==> src/rtl/pipeline_pkg.sv <==
// Shared pipeline definitions: register-specifier width, ID/EX control bundle,
// and the ALU-operation / result-select encodings used by decoder and ALU.
package pipeline_pkg;

  localparam int unsigned REGW = 5;

  typedef enum logic [3:0] {
    ALU_ADD  = 4'b0000,
    ALU_SUB  = 4'b0001,
    ALU_AND  = 4'b0010,
    ALU_OR   = 4'b0011,
    ALU_XOR  = 4'b0100,
    ALU_SLT  = 4'b0101,
    ALU_SLL  = 4'b0110,
    ALU_SRL  = 4'b0111,
    ALU_SRA  = 4'b1000,
    ALU_SLTU = 4'b1001
  } alu_ctrl_e;

  typedef enum logic [1:0] {
    RES_ALU = 2'b00,
    RES_MEM = 2'b01,
    RES_PC4 = 2'b10,
    RES_IMM = 2'b11
  } result_src_e;

  typedef struct packed {
    logic       RegWrite;
    logic       MemWrite;
    logic       Jump;
    logic       Branch;
    logic       ALUSrc;
    logic       Valid;
    logic [1:0] ResultSrc;
    logic [3:0] ALUControl;
  } idex_ctrl_t;

endpackage

==> src/rtl/pipe_reg.sv <==
// Generic pipeline register with async active-low reset, synchronous clear
// (priority) and load enable.
module pipe_reg #(
  parameter int unsigned W = 1
) (
  input  logic         clk,
  input  logic         rst_n,
  input  logic         en,
  input  logic         clr,
  input  logic [W-1:0] d,
  output logic [W-1:0] q
);

  always_ff @(posedge clk or negedge rst_n) begin
    if (!rst_n)   q <= '0;
    else if (clr) q <= '0;
    else if (en)  q <= d;
  end

endmodule

==> src/rtl/idex_reg.sv <==
// ID/EX pipeline register: loads, holds or inserts a bubble each clock, and
// counts inserted bubbles with a saturating counter.
module idex_reg
  import pipeline_pkg::*;
#(
  parameter int unsigned WIDTH = 32,
  parameter int unsigned CNTW  = 16
) (
  input  logic             clk,
  input  logic             rst_n,
  input  logic [WIDTH-1:0] RD1D,
  input  logic [WIDTH-1:0] RD2D,
  input  logic [WIDTH-1:0] PCD,
  input  logic [WIDTH-1:0] ImmExtD,
  input  logic [WIDTH-1:0] PCPlus4D,
  input  logic [REGW-1:0]  Rs1D,
  input  logic [REGW-1:0]  Rs2D,
  input  logic [REGW-1:0]  RdD,
  input  logic             RegWriteD,
  input  logic             MemWriteD,
  input  logic             JumpD,
  input  logic             BranchD,
  input  logic             ALUSrcD,
  input  logic             ValidD,
  input  logic [1:0]       ResultSrcD,
  input  logic [3:0]       ALUControlD,
  input  logic             EnE,
  input  logic             FlushE,
  output logic [WIDTH-1:0] RD1E,
  output logic [WIDTH-1:0] RD2E,
  output logic [WIDTH-1:0] PCE,
  output logic [WIDTH-1:0] ImmExtE,
  output logic [WIDTH-1:0] PCPlus4E,
  output logic [REGW-1:0]  Rs1E,
  output logic [REGW-1:0]  Rs2E,
  output logic [REGW-1:0]  RdE,
  output logic             RegWriteE,
  output logic             MemWriteE,
  output logic             JumpE,
  output logic             BranchE,
  output logic             ALUSrcE,
  output logic             ValidE,
  output logic [1:0]       ResultSrcE,
  output logic [3:0]       ALUControlE,
  output logic [CNTW-1:0]  BubbleCnt
);

  idex_ctrl_t ctrl_d, ctrl_q;

  always_comb begin
    ctrl_d            = '0;
    ctrl_d.RegWrite   = RegWriteD;
    ctrl_d.MemWrite   = MemWriteD;
    ctrl_d.Jump       = JumpD;
    ctrl_d.Branch     = BranchD;
    ctrl_d.ALUSrc     = ALUSrcD;
    ctrl_d.Valid      = ValidD;
    ctrl_d.ResultSrc  = ResultSrcD;
    ctrl_d.ALUControl = ALUControlD;
  end

  pipe_reg #(.W(WIDTH)) u_rd1 (.clk(clk), .rst_n(rst_n), .en(EnE), .clr(FlushE), .d(RD1D),     .q(RD1E));
  pipe_reg #(.W(WIDTH)) u_rd2 (.clk(clk), .rst_n(rst_n), .en(EnE), .clr(FlushE), .d(RD2D),     .q(RD2E));
  pipe_reg #(.W(WIDTH)) u_pc  (.clk(clk), .rst_n(rst_n), .en(EnE), .clr(FlushE), .d(PCD),      .q(PCE));
  pipe_reg #(.W(WIDTH)) u_imm (.clk(clk), .rst_n(rst_n), .en(EnE), .clr(FlushE), .d(ImmExtD),  .q(ImmExtE));
  pipe_reg #(.W(WIDTH)) u_pc4 (.clk(clk), .rst_n(rst_n), .en(EnE), .clr(FlushE), .d(PCPlus4D), .q(PCPlus4E));

  // Specifiers clear on a bubble so forwarding never matches a stale register.
  pipe_reg #(.W(REGW)) u_rs1 (.clk(clk), .rst_n(rst_n), .en(EnE), .clr(FlushE), .d(Rs1D), .q(Rs1E));
  pipe_reg #(.W(REGW)) u_rs2 (.clk(clk), .rst_n(rst_n), .en(EnE), .clr(FlushE), .d(Rs2D), .q(Rs2E));
  pipe_reg #(.W(REGW)) u_rd  (.clk(clk), .rst_n(rst_n), .en(EnE), .clr(FlushE), .d(RdD),  .q(RdE));

  pipe_reg #(.W($bits(idex_ctrl_t))) u_ctrl (
    .clk(clk), .rst_n(rst_n), .en(EnE), .clr(FlushE), .d(ctrl_d), .q(ctrl_q)
  );

  assign RegWriteE   = ctrl_q.RegWrite;
  assign MemWriteE   = ctrl_q.MemWrite;
  assign JumpE       = ctrl_q.Jump;
  assign BranchE     = ctrl_q.Branch;
  assign ALUSrcE     = ctrl_q.ALUSrc;
  assign ValidE      = ctrl_q.Valid;
  assign ResultSrcE  = ctrl_q.ResultSrc;
  assign ALUControlE = ctrl_q.ALUControl;

  always_ff @(posedge clk or negedge rst_n) begin
    if (!rst_n)                          BubbleCnt <= '0;
    else if (FlushE && BubbleCnt != '1)  BubbleCnt <= BubbleCnt + 1'b1;
  end

  a_ctrl_known: assert property (@(posedge clk) disable iff (!rst_n) !$isunknown({EnE, FlushE}))
    else $error("EnE/FlushE unknown at clock edge");

endmodule

==> config.mk <==
export PLATFORM = sky130hd
export DESIGN_NAME = idex_reg
export DESIGN_NICKNAME = d
export VERILOG_FILES = /design/src/rtl/pipeline_pkg.sv /design/src/rtl/pipe_reg.sv /design/src/rtl/idex_reg.sv
export SDC_FILE = /design/constraint.sdc
export NUM_CORES = 1
export LEC_CHECK = 0
export ABC_AREA = 1
export CORE_MARGIN = 2
export CORE_UTILIZATION = 35
export DETAILED_ROUTE_END_ITERATION = 8
export PLACE_DENSITY = 0.76
export SLEW_MARGIN = 10
export SYNTH_ARGS = -nofsm -noshare
export SYNTH_HDL_FRONTEND = slang
export SYNTH_SLANG_ARGS = --single-unit
==> constraint.sdc <==
create_clock -name clk -period 1.45 [get_ports clk]
set_input_delay 0.29 -clock clk [delete_from_list [all_inputs] [get_ports clk]]
set_output_delay 0.29 -clock clk [all_outputs]
set_load 0.1 [all_outputs]
==> results of run 1 <==
[where the power goes]
group / internal (mW) / switching, mW / leakage [nW]
Combinational: 2.56 / 4.04 / 4.46
Clock: 3.40 / 2.31 / 0.370
Sequential: 6.08 / 0.448 / 2.67
Total: 12.0 / 6.79 / 7.50
[metal layers]
layer	wire length, µm	vias up
met3	3120	74
met2	15300	406
met1	11200	4095
met4	931	0
met5	0	-
li1	-	3952
[what timing repair did]
| item | 4_1_cts | 5_1_grt |
|---|---|---|
| buffers inserted | 20 | 4 |
| hold endpoints to repair | 31 | 0 |
| resized for setup | 27 | 11 |
| hold buffers | 1 | 0 |
| gates cloned | 1 | 0 |
| pin swaps | 7 | 6 |
| endpoints found under the setup margin | 26 | 40 |
[cell families (layout without fill, tap and decap cells)]
family | Yosys count | count (layout)
AO/OA/AOI/OAI | 195 | 195
flip-flops | 203 | 203
XOR/XNOR | 2 | 2
AND/OR/NAND/NOR | 288 | 288
adder cells (fa/ha/maj) | 1 | 1
buffers and inverters | 269 | 732
[Yosys cell counts, drive strengths merged, types with 2 or more instances]
| master | n | area share |
|---|---|---|
| nor2 | 19 | 0.0089 |
| nand3 | 196 | 0.11 |
| buf | 31 | 0.029 |
| o21ai | 193 | 0.16 |
| nand2 | 63 | 0.026 |
| inv | 205 | 0.084 |
| nand4 | 6 | 0.0041 |
| dfrtp | 203 | 0.56 |
| a21oi | 2 | 0.0011 |
| nand3b | 3 | 0.0025 |
| clkbuf | 33 | 0.014 |
[layout make-up]
class / instances / area [µm²] / share of cell area
clock buffer: 33 / 673 / 0.0394
tap: 335 / 419 / 0.0245
sequential: 203 / 5130 / 0.300
clock inverter: 8 / 71.3 / 0.00417
timing repair buffer: 486 / 7040 / 0.412
multi-input combinational: 486 / 2980 / 0.174
inverter: 205 / 774 / 0.0453
[through the flow]
step                      area, µm²  total power [mW]  hold WS (ns)  worst slack [ns]
after global routing          17100              19.5         0.272            -0.160
final                         17100              18.8         0.288            -0.118
after floorplan                9210              10.0      -0.00559            -0.125
after CTS                     17000              19.0         0.257            -0.150
after detailed placement      16000              13.0         0.263            -0.287
after global placement        16000              12.9         0.258            -0.172
[state kept, by name (all words and copies together) (netlist names)]
| register | flops |
|---|---|
| BubbleCnt | 16 |
| u_ctrl.q | 12 |
| u_imm.q | 32 |
| u_pc.q | 32 |
| u_pc4.q | 32 |
| u_rd.q | 5 |
| u_rd1.q | 32 |
| u_rd2.q | 32 |
| u_rs1.q | 5 |
| u_rs2.q | 5 |
[cells in the final DEF (no fill, tap or decap), types with 4 or more instances in the layout]
master           count
nand2_1             52
buf_4               53
o21ai_2            134
dfrtp_4             14
o21ai_0             58
nand2_2              8
clkbuf_8             7
clkbuf_16           23
clkdlybuf4s50_1    188
nor2_1              10
dfrtp_1            187
nor2_2               4
clkinv_2             5
nand3_1            194
buf_6               15
inv_1              200
nor2_4               5
buf_12             228
nand4_1              6
clkbuf_1             4
[worst max-delay path by stage]
stage | startpoint | endpoint | slack (ns)
finish | BubbleCnt[0]$_DFFE_PN0P_ | BubbleCnt[0] | -0.12
floorplan | BubbleCnt[0]$_DFFE_PN0P_ | BubbleCnt[14]$_DFFE_PN0P_ | -0.13
global placement | FlushE | u_imm.q[6]$_DFFE_PN0P_ | -0.17
CTS | BubbleCnt[0]$_DFFE_PN0P_ | BubbleCnt[0] | -0.15
global route | BubbleCnt[0]$_DFFE_PN0P_ | BubbleCnt[0] | -0.16
detailed placement | FlushE | u_ctrl.q[7]$_DFFE_PN0P_ | -0.29
==> impl_metrics.ini, run 1 <==
[synthesis]
synth_top_family_by_area = compound AO/OA/AOI/OAI gates
synth_compound_area_frac = 0.162
ys_types = 20
syn_inst = 958
yosysWarnings = 0
yosys.area_share.simple = 0.150
synthAdderAreaFrac = 0.00137
syn-cell-area_um2 = 9110
synth_ff_type = dfrtp_1
ys_ff_latch = 203
async_reset_ff_frac = 1.00
synthXorXnorAreaFrac = 0.00192
avgSynthCellArea_um2 = 9.51
synthMuxAreaShare = 0
synth-edff-count = 0
syn_nets = 1150
seq_area_frac_synth = 0.558

[die]
die-height_um = 165
die_area_um2 = 27300
ioPinCount = 394
core_area_um2 = 25800
num_rows = 59
die_w_um = 165
start_util = 0.353

[routing]
dr_total_vias = 8527
antenna_left = 0
routed_wl_um = 30500
drtIter0Drc = 623
via_per_inst = 4.86
firstDrtPassIters = 5
drcViolationCount = 0
wl_per_cell_um = 17.4

[critical_path]
crit_family = flip-flops
required_ns = 1.16
path_buf_inv = 2
r2r_cells = 11
slowest_stage = dfrtp_4
critPathCaptureType = primary output
timing.rr.end = BubbleCnt[4]$_DFFE_PN0P_
critical_path_depth = 2
cp_cell_sequence = buf_6 > buf_12
timing.rr.start = BubbleCnt[1]$_DFFE_PN0P_
crit_path_start_kind = register
crit_type = reg2out
critPathArrivalTime_ns = 1.28
r2r_slack_ns = -0.09
cp_max_fo = 2
max_stage_delay_ns = 0.49

[global_routing]
grt_pass1_wl_um = 46300
grt_pass1_vias = 8766
grt-busiest-layer = met2
use_met2 = 0.370
met3_usage = 0.0722
met1_usage = 0.249
antenna_found_initial = 0
overflow = 0
grt_usage = 0.213
grt_max_degree = 75

[clock_network]
cts-root-buf = clkbuf_16
numCtsBuffers = 23
tritoncts = yes
clkTransAtPathRegs_ns = 0.06
htree_num_levels = 1
clk_path_buf_depth = 3
worstSkewPairLatency_ns = 0.49
cts.sinks = 203

[final_layout]
diodes = 0
finish.utilization = 0.661
nNetsFinal = 1597
areaGrowthSynthToFinish_pct = 87.6
n_fill_cell = 1843
drive_gt1_frac = 0.361
instances_no_fill = 1756

[run_status]
violations = setup timing
status = complete, but fails checks

[pwr]
ir_worst_vdd_uv = 864
leakagePower_nw = 7.50
p_per_area_nw_per_um2 = 1100

[sta]
final-setup-viol-count = 31
skew_ns = 0.00284
slew_violations = 0
min_period_over_period = 1.08
rsz0062_at_grt = yes
fmax_mhz = 638
fin_crit_ns = 1.57
worst_slew_pin_slew_ns = 0.403
hold_viol_final = 0
max_slew_margin = 0.731
tns_ns = -1.62
setup_ws_ns = -0.118

[placement]
port-buffer-count = 393
placed_cells = 1689
gp_congestion = 0.859
hpwlAfterDp_um = 22100

[worst_hold_path]
hold_class = in2async

[run]
maxCapViolCount = 0
(Power assumes the default switching activity.)
==> run 2: changes to the inputs <==
==> constraint.sdc (replaced) <==
create_clock -name clk -period 1.45 [get_ports clk]
set_input_delay 0.435 -clock clk [delete_from_list [all_inputs] [get_ports clk]]
set_output_delay 0.435 -clock clk [all_outputs]
set_load 0.1 [all_outputs]
==> run 2 against run 1 <==
  * The flow still finishes with violations (setup timing)
  * Clock power fell by 3%
  * Via count up 5.5%
  * Non-clock buffer count is 86 higher
  * Worst hold slack gained 0.15 ns
  * Register-to-register slack worse by 0.10 ns
  * Flip-flop and latch count stayed put
  * Design area up 4.0%
  * First-iteration DRC count rose by 15%
  * Core utilization grew 2.6 points
  * Critical path depth is the same
  * Critical path type unchanged
  * Critical endpoint is now BubbleCnt[3]
==> impl_metrics.ini, run 2 (synthesis results as in run 1) <==
[global_routing]
grt_pass1_wl_um = 47800
grt-busiest-layer = met2
use_met2 = 0.378
grt_max_degree = 75
met3_usage = 0.0719
met1_usage = 0.261
grt_pass1_vias = 8846
overflow = 0
antenna_found_initial = 0
grt_usage = 0.220

[critical_path]
critPathArrivalTime_ns = 1.28
required_ns = 1.02
cp_max_fo = 2
critPathCaptureType = primary output
max_stage_delay_ns = 0.49
cp_cell_sequence = buf_6 > buf_12
crit_family = flip-flops
crit_path_start_kind = register
crit_type = reg2out
slowest_stage = dfrtp_4
path_buf_inv = 2

[clock_network]
htree_num_levels = 1
cts-root-buf = clkbuf_16
worstSkewPairLatency_ns = 0.51
clk_path_buf_depth = 3
tritoncts = yes
clkTransAtPathRegs_ns = 0.06
cts.sinks = 203
numCtsBuffers = 23

[pwr]
switching_share = 0.365
p_per_area_nw_per_um2 = 1070
combPwrFrac = 0.368
p_switching_mw = 6.94
sequentialPowerShare = 0.342
finalPower_mw = 19.0
p_int_mw = 12.1
leakagePower_nw = 7.95
ir_worst_vdd_uv = 877
p_clk_frac = 0.290

[placement]
hpwlAfterDp_um = 21600
port-buffer-count = 393
placed_cells = 1688
dp_slack_ns = -0.434
gp_congestion = 0.851

[routing]
routed_wl_um = 32600
drcViolationCount = 0
dr_total_vias = 8994
antenna_left = 0
firstDrtPassIters = 5
wl_per_cell_um = 17.7
via_per_inst = 4.89
drtIter0Drc = 717

[run]
maxCapViolCount = 0

[sta]
tns_ns = -19.86
hold_viol_final = 0
worst_slew_pin_slew_ns = 0.365
fmax_mhz = 581
final-setup-viol-count = 218
setup_ws_ns = -0.270
rsz0062_at_grt = yes
skew_ns = 0.00797
slew_violations = 0
max_slew_margin = 0.757
hold_slack_ns = 0.443
fin_crit_ns = 1.72
min_period_over_period = 1.19

[final_layout]
layout_common_cells = buf_12 (223), inv_1 (201), nand3_1 (191), clkdlybuf4s50_1 (188), dfrtp_1 (186)
drive_gt1_frac = 0.405
diodes = 0
mostFrequentLayoutCell = buf_12
instances_no_fill = 1838
areaGrowthSynthToFinish_pct = 95.1
nNetsFinal = 1684

[run_status]
status = complete, but fails checks
violations = setup timing

[die]
die_w_um = 165
ioPinCount = 394
die_area_um2 = 27300
start_util = 0.353
num_rows = 59
die-height_um = 165
core_area_um2 = 25800

[worst_hold_path]
hold_class = in2reg
run 2: cell count changes in the layout (fill, tap and decap cells not counted), sizes merged:
cell      delta
buf         +86
clkinv       -1
clkbuf       -2
clkinvlp     -1
inv          -1
nand2        +1
run 2: routing by layer:
layer,wire (µm),up-vias,part of all wire
li1,-,4116,-
met1,11900,4340,0.37
met2,16400,457,0.50
met3,3180,81,0.098
met4,1120,0,0.034
met5,0,-,0
run 2: repair_timing:
item,CTS,global route
endpoints found under the setup margin,213,218
endpoints found under the hold margin,88,0
hold buffers,1,0
gates cloned,2,0
gates resized for setup,29,46
setup buffers,67,46
pin swaps,2,12
run 2: worst paths after layout:
| path | startpoint | to | slack, ns | cells after the start |
|---|---|---|---|---|
| setup / recovery | BubbleCnt[3]$_DFFE_PN0P_ | BubbleCnt[3] | -0.27 | 2 |
| hold / removal | EnE | u_imm.q[16]$_DFFE_PN0P_ | 0.44 | 4 |
| setup reg to reg | BubbleCnt[1]$_DFFE_PN0P_ | BubbleCnt[11]$_DFFE_PN0P_ | -0.19 | 11 |
| hold reg to reg | u_imm.q[26]$_DFFE_PN0P_ | u_imm.q[26]$_DFFE_PN0P_ | 0.57 | 2 |
| max in group asynchronous | rst_n | u_imm.q[27]$_DFFE_PN0P_ | 0.55 | 3 |
| min in group asynchronous | rst_n | u_pc4.q[9]$_DFFE_PN0P_ | 0.55 | 3 |
run 2: tightest hold or removal path, delay by kind of cell:
family	cells	cell delay (ns)
buf+inv	2	0.26
compound gates	1	0.05
simple gates	1	0.15
run 2: area by class of cell:
cell class	instances	area (µm²)
inverter	205	777
clock inverter	5	50.0
multi-input combinational	487	3120
tap	335	419
clock buffer	31	636
sequential	203	5140
timing repair buffer	572	7640
fill	1715	8060
run 2: power by group through the flow:
stage	clock network (mW)	registers, mW	logic [mW]
after floorplan	0	9.14	0.908
after global placement	0	6.60	6.32
after detailed placement	0	6.62	6.38
after CTS	5.61	6.50	6.76
after global routing	5.87	6.54	7.27
final	5.51	6.51	7.01
run 2: per-stage QoR:
step	instance area (µm²)	util
after CTS	17300	0.668
after floorplan	9210	-
after global routing	17800	0.688
after detailed placement	16000	0.618
after global placement	16000	0.618
final	17800	0.688
==> run 3: changes to the inputs <==
Settings changed: SKIP_CTS_REPAIR_TIMING set to 1.
==> run 3 against run 2 <==
  * The flow still finishes with violations (setup timing)
  * Worst hold slack got worse by 0.0011 ns
  * Highest routed layer unchanged
  * Sequential power barely moved
  * Count of clock-buffer cells in the layout unchanged
  * Die area stayed put
  * Power down 1.1%
  * Clock skew rose by 0.0016 ns
  * Register-to-register slack about the same
  * Largest cell class unchanged
  * Fmax decreased by 1.1%
==> impl_metrics.ini, run 3 (synthesis results as in run 1) <==
[worst_hold_path]
hp-start = EnE
hold_class = in2reg

[sta]
max_slew_margin = 0.752
fmax_mhz = 575
worst_slew_pin_slew_ns = 0.372
slew_violations = 0
setup_ws_ns = -0.290
final-setup-viol-count = 218
fin_crit_ns = 1.74
skew_ns = 0.00959
min_period_over_period = 1.20
rsz0062_at_grt = yes
hold_viol_final = 0

[clock_network]
clkTransAtPathRegs_ns = 0.06
tritoncts = yes
cts-root-buf = clkbuf_16
htree_num_levels = 1
worstSkewPairLatency_ns = 0.51
cts.sinks = 203
numCtsBuffers = 23
clk_path_buf_depth = 3

[routing]
via_per_inst = 4.84
antenna_left = 0
dr_total_vias = 8762
drtIter0Drc = 662
firstDrtPassIters = 7
wl_per_cell_um = 17.3
drcViolationCount = 0
routed_wl_um = 31300

[final_layout]
layout_common_cells = buf_12 (224), inv_1 (201), nand3_1 (192), clkdlybuf4s50_1 (188), dfrtp_1 (187)
nNetsFinal = 1657
fin_area_um2 = 17500
areaGrowthSynthToFinish_pct = 92.5
mostFrequentLayoutCell = buf_12
diodes = 0
n_fill_cell = 1766
drive_gt1_frac = 0.392

[critical_path]
crit_end = BubbleCnt[0]
worstSetupStartpoint = BubbleCnt[0]$_DFFE_PN0P_
crit_path_start_kind = register
crit_type = reg2out
critPathArrivalTime_ns = 1.30
cp_max_fo = 5
r2r_cells = 12
r2r_slack_ns = -0.18
required_ns = 1.02
timing.rr.start = BubbleCnt[1]$_DFFE_PN0P_
timing.rr.end = BubbleCnt[10]$_DFFE_PN0P_
critPathCaptureType = primary output

[global_routing]
grt_pass1_wl_um = 45200
antenna_found_initial = 0
grt_usage = 0.207
overflow = 0
grt_max_degree = 75
grt_pass1_vias = 8342

[die]
die_area_um2 = 27300
ioPinCount = 394
core_area_um2 = 25800
die-height_um = 165
num_rows = 59
die_w_um = 165
start_util = 0.353

[placement]
hpwlAfterDp_um = 21600
port-buffer-count = 393
gp_congestion = 0.851
placedInstanceArea_um2 = 16000

[pwr]
finalPower_mw = 18.8
p_per_area_nw_per_um2 = 1070
leakagePower_nw = 7.77
ir_worst_vdd_uv = 876

[run]
maxCapViolCount = 0

[run_status]
violations = setup timing
status = complete, but fails checks
run 3: cell count changes in the layout (fill, tap and decap cells not counted), sizes merged:
| cell | delta |
|---|---|
| buf | -27 |
run 3: final cells by class:
| type | instances | area (µm²) | share of cell area |
|---|---|---|---|
| repair buffers | 545 | 7460 | 0.425 |
| flip-flops and latches | 203 | 5130 | 0.293 |
| multi-input cells | 487 | 3060 | 0.175 |
| inverters | 205 | 779 | 0.0444 |
| clock buffers | 31 | 636 | 0.0362 |
| well taps | 335 | 419 | 0.0239 |
| clock inverters | 5 | 50.0 | 0.00285 |
run 3: layer usage:
metal | wire length, µm | part of all wire | up-vias | global-route usage
li1 | - | - | 4066 | -
met1 | 11600 | 0.37 | 4273 | 0.251
met2 | 15900 | 0.51 | 368 | 0.350
met3 | 3060 | 0.098 | 55 | 0.0747
met4 | 784 | 0.025 | 0 | 0.0556
met5 | 0 | 0 | - | 0
run 3: worst max-delay path: stages, from the launching register on:
cell and delay [ns]:
dfrtp_4 0.50, buf_6 0.14, buf_12 0.16
run 3: how the worst min path moves through the flow:
| stage | slack [ns] | to | cells past startpoint |
|---|---|---|---|
| 2_1_floorplan | 0.14 | BubbleCnt[12]$_DFFE_PN0P_ | 0 |
| 3_3_place_gp | 0.51 | u_pc4.q[15]$_DFFE_PN0P_ | 2 |
| 3_5_place_dp | 0.51 | u_pc4.q[9]$_DFFE_PN0P_ | 2 |
| 4_1_cts | -0.03 | u_pc4.q[15]$_DFFE_PN0P_ | 2 |
| 5_1_grt | 0.43 | u_imm.q[16]$_DFFE_PN0P_ | 4 |
| 6_report | 0.44 | u_imm.q[16]$_DFFE_PN0P_ | 4 |
run 3: through the flow:
step,setup WS (ns),hold WS (ns),instances,setup TNS [ns],util
final,-0.290,0.442,1811,-20.01,0.679
after global routing,-0.329,0.430,1811,-28.22,0.679
after CTS,-0.348,-0.0324,1724,-24.22,0.644
after detailed placement,-0.434,0.509,1688,-67.06,0.618
after global placement,-0.315,0.506,1688,-58.16,0.618
after floorplan,-0.125,0.139,958,-1.35,-
run 3: where the power goes:
group	internal [mW]	switching (mW)
Combinational	2.69	4.11
Clock	3.21	2.30
Sequential	6.08	0.440
